**src/rtl/cpu_serial_pkg.sv**
```systemverilog
// Shared types and width helpers for the serial-access CPU register bank.
package cpu_serial_pkg;

    typedef enum logic [1:0] {
        IDLE = 2'd0,
        WR   = 2'd1,
        RD   = 2'd2
    } state_e;

    // Address width never drops below one bit, even for a single register.
    function automatic int addr_width(input int depth);
        return (depth <= 2) ? 1 : $clog2(depth);
    endfunction

    function automatic int cnt_width(input int width);
        return $clog2(width + 1);
    endfunction

endpackage

```
**src/rtl/cpu_serial_shifter.sv**
```systemverilog
// WIDTH-bit shifter with clear, parallel load and a selectable bit order.
module cpu_serial_shifter #(
    parameter int WIDTH     = 8,
    parameter bit MSB_FIRST = 1'b1
) (
    input  logic             clk_i,
    input  logic             rst_ni,
    input  logic             clr_i,
    input  logic             load_i,
    input  logic [WIDTH-1:0] load_data_i,
    input  logic             shift_i,
    input  logic             bit_i,
    output logic [WIDTH-1:0] next_o,
    output logic             bit_o
);

    logic [WIDTH-1:0] sh_q;
    logic [WIDTH-1:0] shifted;

    // next_o is the post-shift word, so a writer can commit the final bit on the same edge.
    assign shifted = MSB_FIRST ? {sh_q[WIDTH-2:0], bit_i} : {bit_i, sh_q[WIDTH-1:1]};
    assign next_o  = shifted;
    assign bit_o   = MSB_FIRST ? sh_q[WIDTH-1] : sh_q[0];

    always_ff @(posedge clk_i or negedge rst_ni) begin
        if (!rst_ni) begin
            sh_q <= '0;
        end else if (clr_i) begin
            sh_q <= '0;
        end else if (load_i) begin
            sh_q <= load_data_i;
        end else if (shift_i) begin
            sh_q <= shifted;
        end
    end

endmodule

```
**src/rtl/cpu_serial_reg_bank.sv**
```systemverilog
// Serial-access register bank: framed serial writes, shifted readback and a
// combinational parallel read port for the datapath.
module cpu_serial_reg_bank
    import cpu_serial_pkg::*;
#(
    parameter int    WIDTH     = 8,
    parameter int    DEPTH     = 4,
    parameter bit    MSB_FIRST = 1'b1,
    localparam int   AW        = addr_width(DEPTH)
) (
    input  logic             clk_i,
    input  logic             rst_ni,
    input  logic             start_i,
    input  logic             read_i,
    input  logic             abort_i,
    input  logic [AW-1:0]    addr_i,
    input  logic             shift_i,
    input  logic             bit_i,
    output logic             bit_o,
    output logic             busy_o,
    output logic             done_o,
    output logic             err_o,
    input  logic [AW-1:0]    rd_addr_i,
    output logic [WIDTH-1:0] rd_data_o,
    output state_e           state_o
);

    localparam int CW = cnt_width(WIDTH);

    // Protocol: start_i/read_i are one-cycle requests taken only while busy_o is low;
    // shift_i strobes one bit per high cycle; done_o (and err_o) pulse one cycle after
    // the last bit; abort_i drops the frame with no done_o.

    state_e           state_q, state_d;
    logic [AW-1:0]    addr_q;
    logic [CW-1:0]    cnt_q;
    logic             done_q, err_q;
    logic [WIDTH-1:0] regs_q [DEPTH];

    logic [WIDTH-1:0] load_word;
    logic [WIDTH-1:0] sh_next;
    logic             sh_clr, sh_load, sh_shift, sh_in, sh_bit;
    logic             addr_ok, last_bit, frame_done, wr_en;

    assign addr_ok  = ({1'b0, addr_q} < (AW+1)'(DEPTH));
    assign last_bit = (cnt_q == CW'(WIDTH - 1));
    assign wr_en    = frame_done && (state_q == WR) && addr_ok;

    always_comb begin
        state_d    = state_q;
        sh_clr     = 1'b0;
        sh_load    = 1'b0;
        sh_shift   = 1'b0;
        sh_in      = 1'b0;
        frame_done = 1'b0;
        case (state_q)
            IDLE: begin
                if (start_i) begin
                    state_d = WR;
                    sh_clr  = 1'b1;
                end else if (read_i) begin
                    state_d = RD;
                    sh_load = 1'b1;
                end
            end
            WR, RD: begin
                if (abort_i) begin
                    state_d = IDLE;
                end else if (shift_i) begin
                    sh_shift = 1'b1;
                    sh_in    = (state_q == WR) && bit_i;
                    if (last_bit) begin
                        frame_done = 1'b1;
                        state_d    = IDLE;
                    end
                end
            end
            default: state_d = IDLE;
        endcase
    end

    // Out-of-range addresses match no entry, so a readback loads zeros.
    always_comb begin
        load_word = '0;
        rd_data_o = '0;
        for (int i = 0; i < DEPTH; i++) begin
            if (AW'(i) == addr_i) load_word = regs_q[i];
            if (AW'(i) == rd_addr_i) rd_data_o = regs_q[i];
        end
    end

    always_ff @(posedge clk_i or negedge rst_ni) begin
        if (!rst_ni) begin
            state_q <= IDLE;
            addr_q  <= '0;
            cnt_q   <= '0;
            done_q  <= 1'b0;
            err_q   <= 1'b0;
        end else begin
            state_q <= state_d;
            done_q  <= frame_done;
            err_q   <= frame_done && !addr_ok;
            if (sh_clr || sh_load) begin
                addr_q <= addr_i;
                cnt_q  <= '0;
            end else if (sh_shift) begin
                cnt_q <= cnt_q + 1'b1;
            end
        end
    end

    always_ff @(posedge clk_i or negedge rst_ni) begin
        if (!rst_ni) begin
            for (int i = 0; i < DEPTH; i++) regs_q[i] <= '0;
        end else begin
            for (int i = 0; i < DEPTH; i++) begin
                if (wr_en && (AW'(i) == addr_q)) regs_q[i] <= sh_next;
            end
        end
    end

    cpu_serial_shifter #(
        .WIDTH     (WIDTH),
        .MSB_FIRST (MSB_FIRST)
    ) u_shifter (
        .clk_i       (clk_i),
        .rst_ni      (rst_ni),
        .clr_i       (sh_clr),
        .load_i      (sh_load),
        .load_data_i (load_word),
        .shift_i     (sh_shift),
        .bit_i       (sh_in),
        .next_o      (sh_next),
        .bit_o       (sh_bit)
    );

    assign bit_o   = (state_q == RD) && sh_bit;
    assign busy_o  = (state_q != IDLE);
    assign done_o  = done_q;
    assign err_o   = err_q;
    assign state_o = state_q;

    a_done_single: assert property (@(posedge clk_i) disable iff (!rst_ni) done_q |=> !done_q);
    a_err_with_done: assert property (@(posedge clk_i) disable iff (!rst_ni) err_q |-> done_q);

endmodule

```
**config.mk**
```make
export PLATFORM = sky130hd
export DESIGN_NAME = cpu_serial_reg_bank
export DESIGN_NICKNAME = d
export VERILOG_FILES = /design/src/rtl/cpu_serial_pkg.sv /design/src/rtl/cpu_serial_shifter.sv /design/src/rtl/cpu_serial_reg_bank.sv
export SDC_FILE = /design/constraint.sdc
export NUM_CORES = 1
export LEC_CHECK = 0
export BUFFER_PORTS_ARGS = -buffer_cell sky130_fd_sc_hd__buf_2
export CAP_MARGIN = 40
export CORE_ASPECT_RATIO = 1.1
export CORE_MARGIN = 2
export CORE_UTILIZATION = 59
export CTS_CLUSTER_DIAMETER = 40
export DETAILED_ROUTE_END_ITERATION = 7
export PLACE_DENSITY = 0.86
export SLEW_MARGIN = 20
export SYNTH_ARGS = -nofsm -noshare
export SYNTH_HDL_FRONTEND = slang
export SYNTH_SLANG_ARGS = --single-unit
```
**constraint.sdc**
```tcl
create_clock -name clk_i -period 2.2 [get_ports clk_i]
set_input_delay 0.33 -clock clk_i [delete_from_list [all_inputs] [get_ports clk_i]]
set_output_delay 0.33 -clock clk_i [all_outputs]
set_load 0.01 [all_outputs]
```
# Word-level counts from Yosys, hierarchy flattened
# Index checks and enable logic that the tools add are counted.
# Widths: inputs -> output; s select.
# word_totals
reg_bits	49
latch_bits	0
mem_bits_rw	0
romBits	0
inputBits	11
out_inout_bits	14
wordCells	76
mem_count	0
# classes
addsub	1
n_mul	0
div_mod_pow	0
n_lt_le_gt_ge	0
eq_ne	15
shift	0
mux	34
bitwise_logic	0
reduce_logical	17
# op_table
cell	n
$mux 8	11
$mux 1	15
$eq 2x2->1 const A	6
$mux 2	5
$ne 3x3->1 const B	3
$logic_not 2->1	4
$mux 4	2
$logic_and 1x1->1	7
$eq 1x2->1 const A	3
$add 4x1->4 const B	1
$eq 4x3->1 const B	1
$pmux 2 s2	1
$reduce_bool 2->1	2
$reduce_and 3->1	1
$reduce_bool 3->1	1
$eq 2x1->1 const B	1
$eq 2x2->1 const B	1
$reduce_or 2->1	1
$logic_or 1x1->1	1

# Logic depth before layout (Yosys ltp)
# logic_depth
word_depth	8
depth_mapped	7
depth_no_buf	5

# Cells and area by module
# A second synthesis with hierarchy kept.
# unflattened
hier_cells	178
area_unflattened_um2	2597.5
# by_module_without_submodules
mod	instances	cells_per_inst	area_each_um2	seq_area_each_um2
cpu_serial_reg_bank	1	142	2180.8	1026.0
cpu_serial_shifter	1	36	416.6	200.2

# Least setup slack after synthesis
# OpenSTA, ideal clock, no wires.
# synth_path
path_type	register -> register
from	register state_q[0] (netlist: state_o[0])
to	register regs_q[0] (netlist bit)
setup_time_ns	0.125
arrival_ns	1.943
required_ns	2.075
setup_slack_ns	0.131
stages_incl_launch_ff	8
path_buffers	2
synth_period_minus_slack_ns	2.069
path_cell_list	dfrtp_1 > inv_1 > ha_1 > nand2b_1 > buf_6 > or4_1 > buf_6 > mux2_4
# synth_between
elab_chain_cells	5
word_cells_on_any_way	10
cone_classes	2 x eq/ne; 4 x mux; 4 x reduce/logical
# synth_rtl
element	line_no	source
start: declaration	cpu_serial_reg_bank.sv:34	state_e state_q, state_d;
start signal: assignment	cpu_serial_reg_bank.sv:100	state_q <= state_d;
$eq 2x1->1 or $eq 2x2->1 (tied branches)	cpu_serial_reg_bank.sv:47, cpu_serial_reg_bank.sv:56, cpu_serial_reg_bank.sv:71	
$logic_and 1x1->1 or $reduce_or 2->1 (tied branches)	cpu_serial_reg_bank.sv:71, cpu_serial_reg_bank.sv:56	
$mux 1 (on tied branches)	cpu_serial_reg_bank.sv:69, cpu_serial_reg_bank.sv:56	
$mux 1 or $logic_and 1x1->1 (tied branches)	cpu_serial_reg_bank.sv:67, cpu_serial_reg_bank.sv:47	
$mux 1 or $logic_and 1x1->1 (tied branches)	cpu_serial_reg_bank.sv:56, cpu_serial_reg_bank.sv:117	
end signal: indexed assignment	cpu_serial_reg_bank.sv:117	if (wr_en && (AW'(i) == addr_q)) regs_q[i] <= sh_next;
end: declaration	cpu_serial_reg_bank.sv:38	logic [WIDTH-1:0] regs_q [DEPTH];
# Parallel ways exist; a longest one is shown, timed or not.
# A chain may end at the register's enable or synchronous reset.

# Worst setup path in the final report
# layout_path
from	register state_q[0] (netlist: state_o[0])
to	register regs_q[7] (netlist bit)
# layout_between
elab_chain_cells	5
word_cells_on_any_way	6
cone_classes	2 x eq/ne; 1 x mux; 3 x reduce/logical
# layout_rtl
element	line_no	source
$eq 2x1->1 or $eq 2x2->1 (tied branches)	cpu_serial_reg_bank.sv:47, cpu_serial_reg_bank.sv:56	
$reduce_or 2->1	cpu_serial_reg_bank.sv:56	case (state_q)
$mux 1	cpu_serial_reg_bank.sv:56	
$logic_and 1x1->1 (*)	cpu_serial_reg_bank.sv:47	assign wr_en = frame_done && (state_q == WR) && addr_ok;
$logic_and 1x1->1 (*)	cpu_serial_reg_bank.sv:117	
# Mark *: on every way between the ends. The rest lies on a longest branch, timed or not.

==> reports/qor.txt <==
outcome - completed
htree depth - 2
Layout Nets - 221
postcts setup bufs - 0
Power per Cell Area - 715 nW/um2
I/O pins - 25
Fin. Hold Viols - 0
ys flop type - dfrtp_1
worst reg2reg startpoint - state_o[0]$_DFFE_PN0P_
Final Worst Setup Slack - 0.124 ns
max cap viols - 0
type of the worst setup path - reg2reg
main combinational cell family by area after synthesis - multiplexers
clock slew at the register clock pins of the worst setup and hold paths - 0.09 ns
placed cells - 253
Die Y - 73.5 um
sequential element share of the synthesized area - 47.3%
total die area - 4940 um2
P&R area growth vs syn - 11.1%
worst slew pin tran - 0.593 ns
met2 Use GR - 38.0%
max-slew violation count - 0
post-DR vias/cell - 6.20
share of cells above drive strength 1 - 46.4%
Final min period - 2.08 ns
Detail Route Antenna Nets - 0
switch share - 31.7%
post-route insts no fill - 261
total track usage - 23.9%
Starting Density - 60.9%
sink count of the clock tree - 49
Clock Skews - 0.00703 ns
ys async rst share - 100%
switching power total - 653 uW
vias after detailed routing - 1619
first-pass GRT wire length - 8390 um
Die X - 67.2 um
gr ovfl total - 0
clk buf depth - 2
RSZ-0062 raised after global routing - no
met1 Use GR - 31.2%
dpl ws - 0.0367 ns
cell count after synthesis - 178
DP Wirelength - 3570 um
post-route DRC violation count - 0
Hold Crit Class - in2async
Synth Area in Adders - 1.93%
Post-Synth XOR/XNOR Area - 0.676%
leakage power - 1.47 nW
Post-synth EDFFs - 0
fin crit share - 94.3%
Syn Std Cell Area - 2590 um2
complex-gate fraction of the synthesized area - 3.47%
Ys Warns - 0
Pint - 1.41 mW
Unique masters post-synth - 34
GR peak layer - met2
Routed wire per std cell - 19.9 um
Finish-stage setup viols - 0
row count - 25
Worst setup SP type - register
RePlAce Congestion - 0.773
CTS tree - done
Comb pwr share - 24.1%
Num CTS Buffers - 5
mux contribution to synthesized area - 34.5%
Req. time, crit path - 2.40 ns
fillers - 309
Post-Syn Nets - 193
Synth Area in Simple Gates - 7.53%
Final TNS setup - 0 ns
peak supply drop - 0.000402 V
number of global-route vias before repair - 1682
part of the power in registers - 48.6%
DR pass1 iterations - 7
final core utilization - 67.7%
Worst Setup SP - state_o[0]$_DFFE_PN0P_
Synth top area share - 47.3%
top cells by area, synth - dfrtp_1, mux4_2, mux2_4
Mean Syn Cell Area - 14.6 um2
Detailed Route Iter0 Violations - 94
later-pin clock latency in the skew report - 0.31 ns
pin count of the biggest net entering global routing - 50
Worst setup EP type - register
commonest non-fill, non-tap cell in the layout - dfrtp_1
Crit Path Max Fanout - 8
ant diodes - 0
Core Box Area - 4250 um2
#FFs+latches synth - 49
largest area contributor in the synthesized netlist - dfrtp_1
CTS root buf - clkbuf_8
final WL - 5190 um
GR Util met3 - 5.05%
most frequent cells in the layout - dfrtp_1, buf_2, mux2_2, mux4_2, mux2_4
critical path arrival - 2.28 ns
Max Fclk - 482 MHz
Clock Power Share - 27.3%
Port Buffer Count - 23
relative slew slack - 60.5%
initial antenna violation count - 0
per-layer routing:
layer	up-vias	part of all wire, %
met5	-	0
met4	0	3.9
met3	17	5.5
met2	59	50
met1	830	41
li1	713	-
metrics by stage:
step | cell area [um2] | power (mW) | hold WS [ns]
after detailed placement | 2770 | 1.49 | 0.466
after CTS | 2870 | 2.04 | 0.135
after floorplan | 2590 | 1.33 | 0.0344
after global placement | 2770 | 1.45 | 0.446
after global routing | 2880 | 2.16 | 0.150
final | 2880 | 2.06 | 0.101
final timing paths:
path	slack, ns	depth (start not counted)	to
worst max register to register	0.12	6	regs_q[7]$_DFFE_PN0P_
min in group clk_i	0.35	3	state_o[1]$_DFFE_PN0P_
worst min-delay path	0.10	2	done_o$_DFF_PN0_
max in group asynchronous	1.70	2	regs_q[19]$_DFFE_PN0P_
worst max-delay path	0.12	6	regs_q[7]$_DFFE_PN0P_
worst min register to register	0.54	1	regs_q[12]$_DFFE_PN0P_
repair_timing:
action	in CTS	in global routing
gates resized for setup	0	2
setup endpoints to repair	0	16
hold buffers	0	0
critical path, stage by stage (launching register included):
cell,delay (ns)
dfrtp_1,0.38
inv_1,0.11
ha_4,0.29
nand2b_2,0.12
or4_1,0.56
buf_4,0.21
mux2_4,0.31
registers in the layout, summed over array words and instances, names as in the netlist:
signal and count:
addr_q 2, cnt_q 4, done_o 1, regs_q 32, state_o 2, u_shifter.sh_q 8
cells by family after synthesis:
logic type / Yosys count
buf+inv: 23
compound gates: 14
fa+ha+maj: 4
xor+xnor: 2
other cells: 1
simple gates: 26
mux: 59
flops: 49
layout make-up:
class                   instances  area [um2]  area share [%]
clock buffers                   6        82.6            2.87
multi-input cells             106        1270            44.0
well taps                      54        67.6            2.35
flip-flops and latches         49        1230            42.6
inverters                      13        48.8            1.69
repair buffers                 31         175            6.08
clock inverters                 2        13.8           0.478
cells in the mapped netlist (3+ instances only):
library cell and number:
clkbuf_1 3, nand2_1 3, o22ai_1 8, mux2_4 16
mux2i_1 8, nor2_1 8, ha_1 4, mux4_2 16
dfrtp_1 49, inv_1 13, buf_6 3, mux2_2 19
power by group through the flow:
stage / Clock [mW] / Sequential [mW] / Combinational (mW)
2_1_floorplan: 0 / 1.02 / 0.312
3_3_place_gp: 0 / 1.01 / 0.435
3_5_place_dp: 0 / 1.02 / 0.467
4_1_cts: 0.569 / 1.00 / 0.467
5_1_grt: 0.612 / 1.01 / 0.542
6_report: 0.563 / 1.00 / 0.496
(Power assumes the default switching activity.)
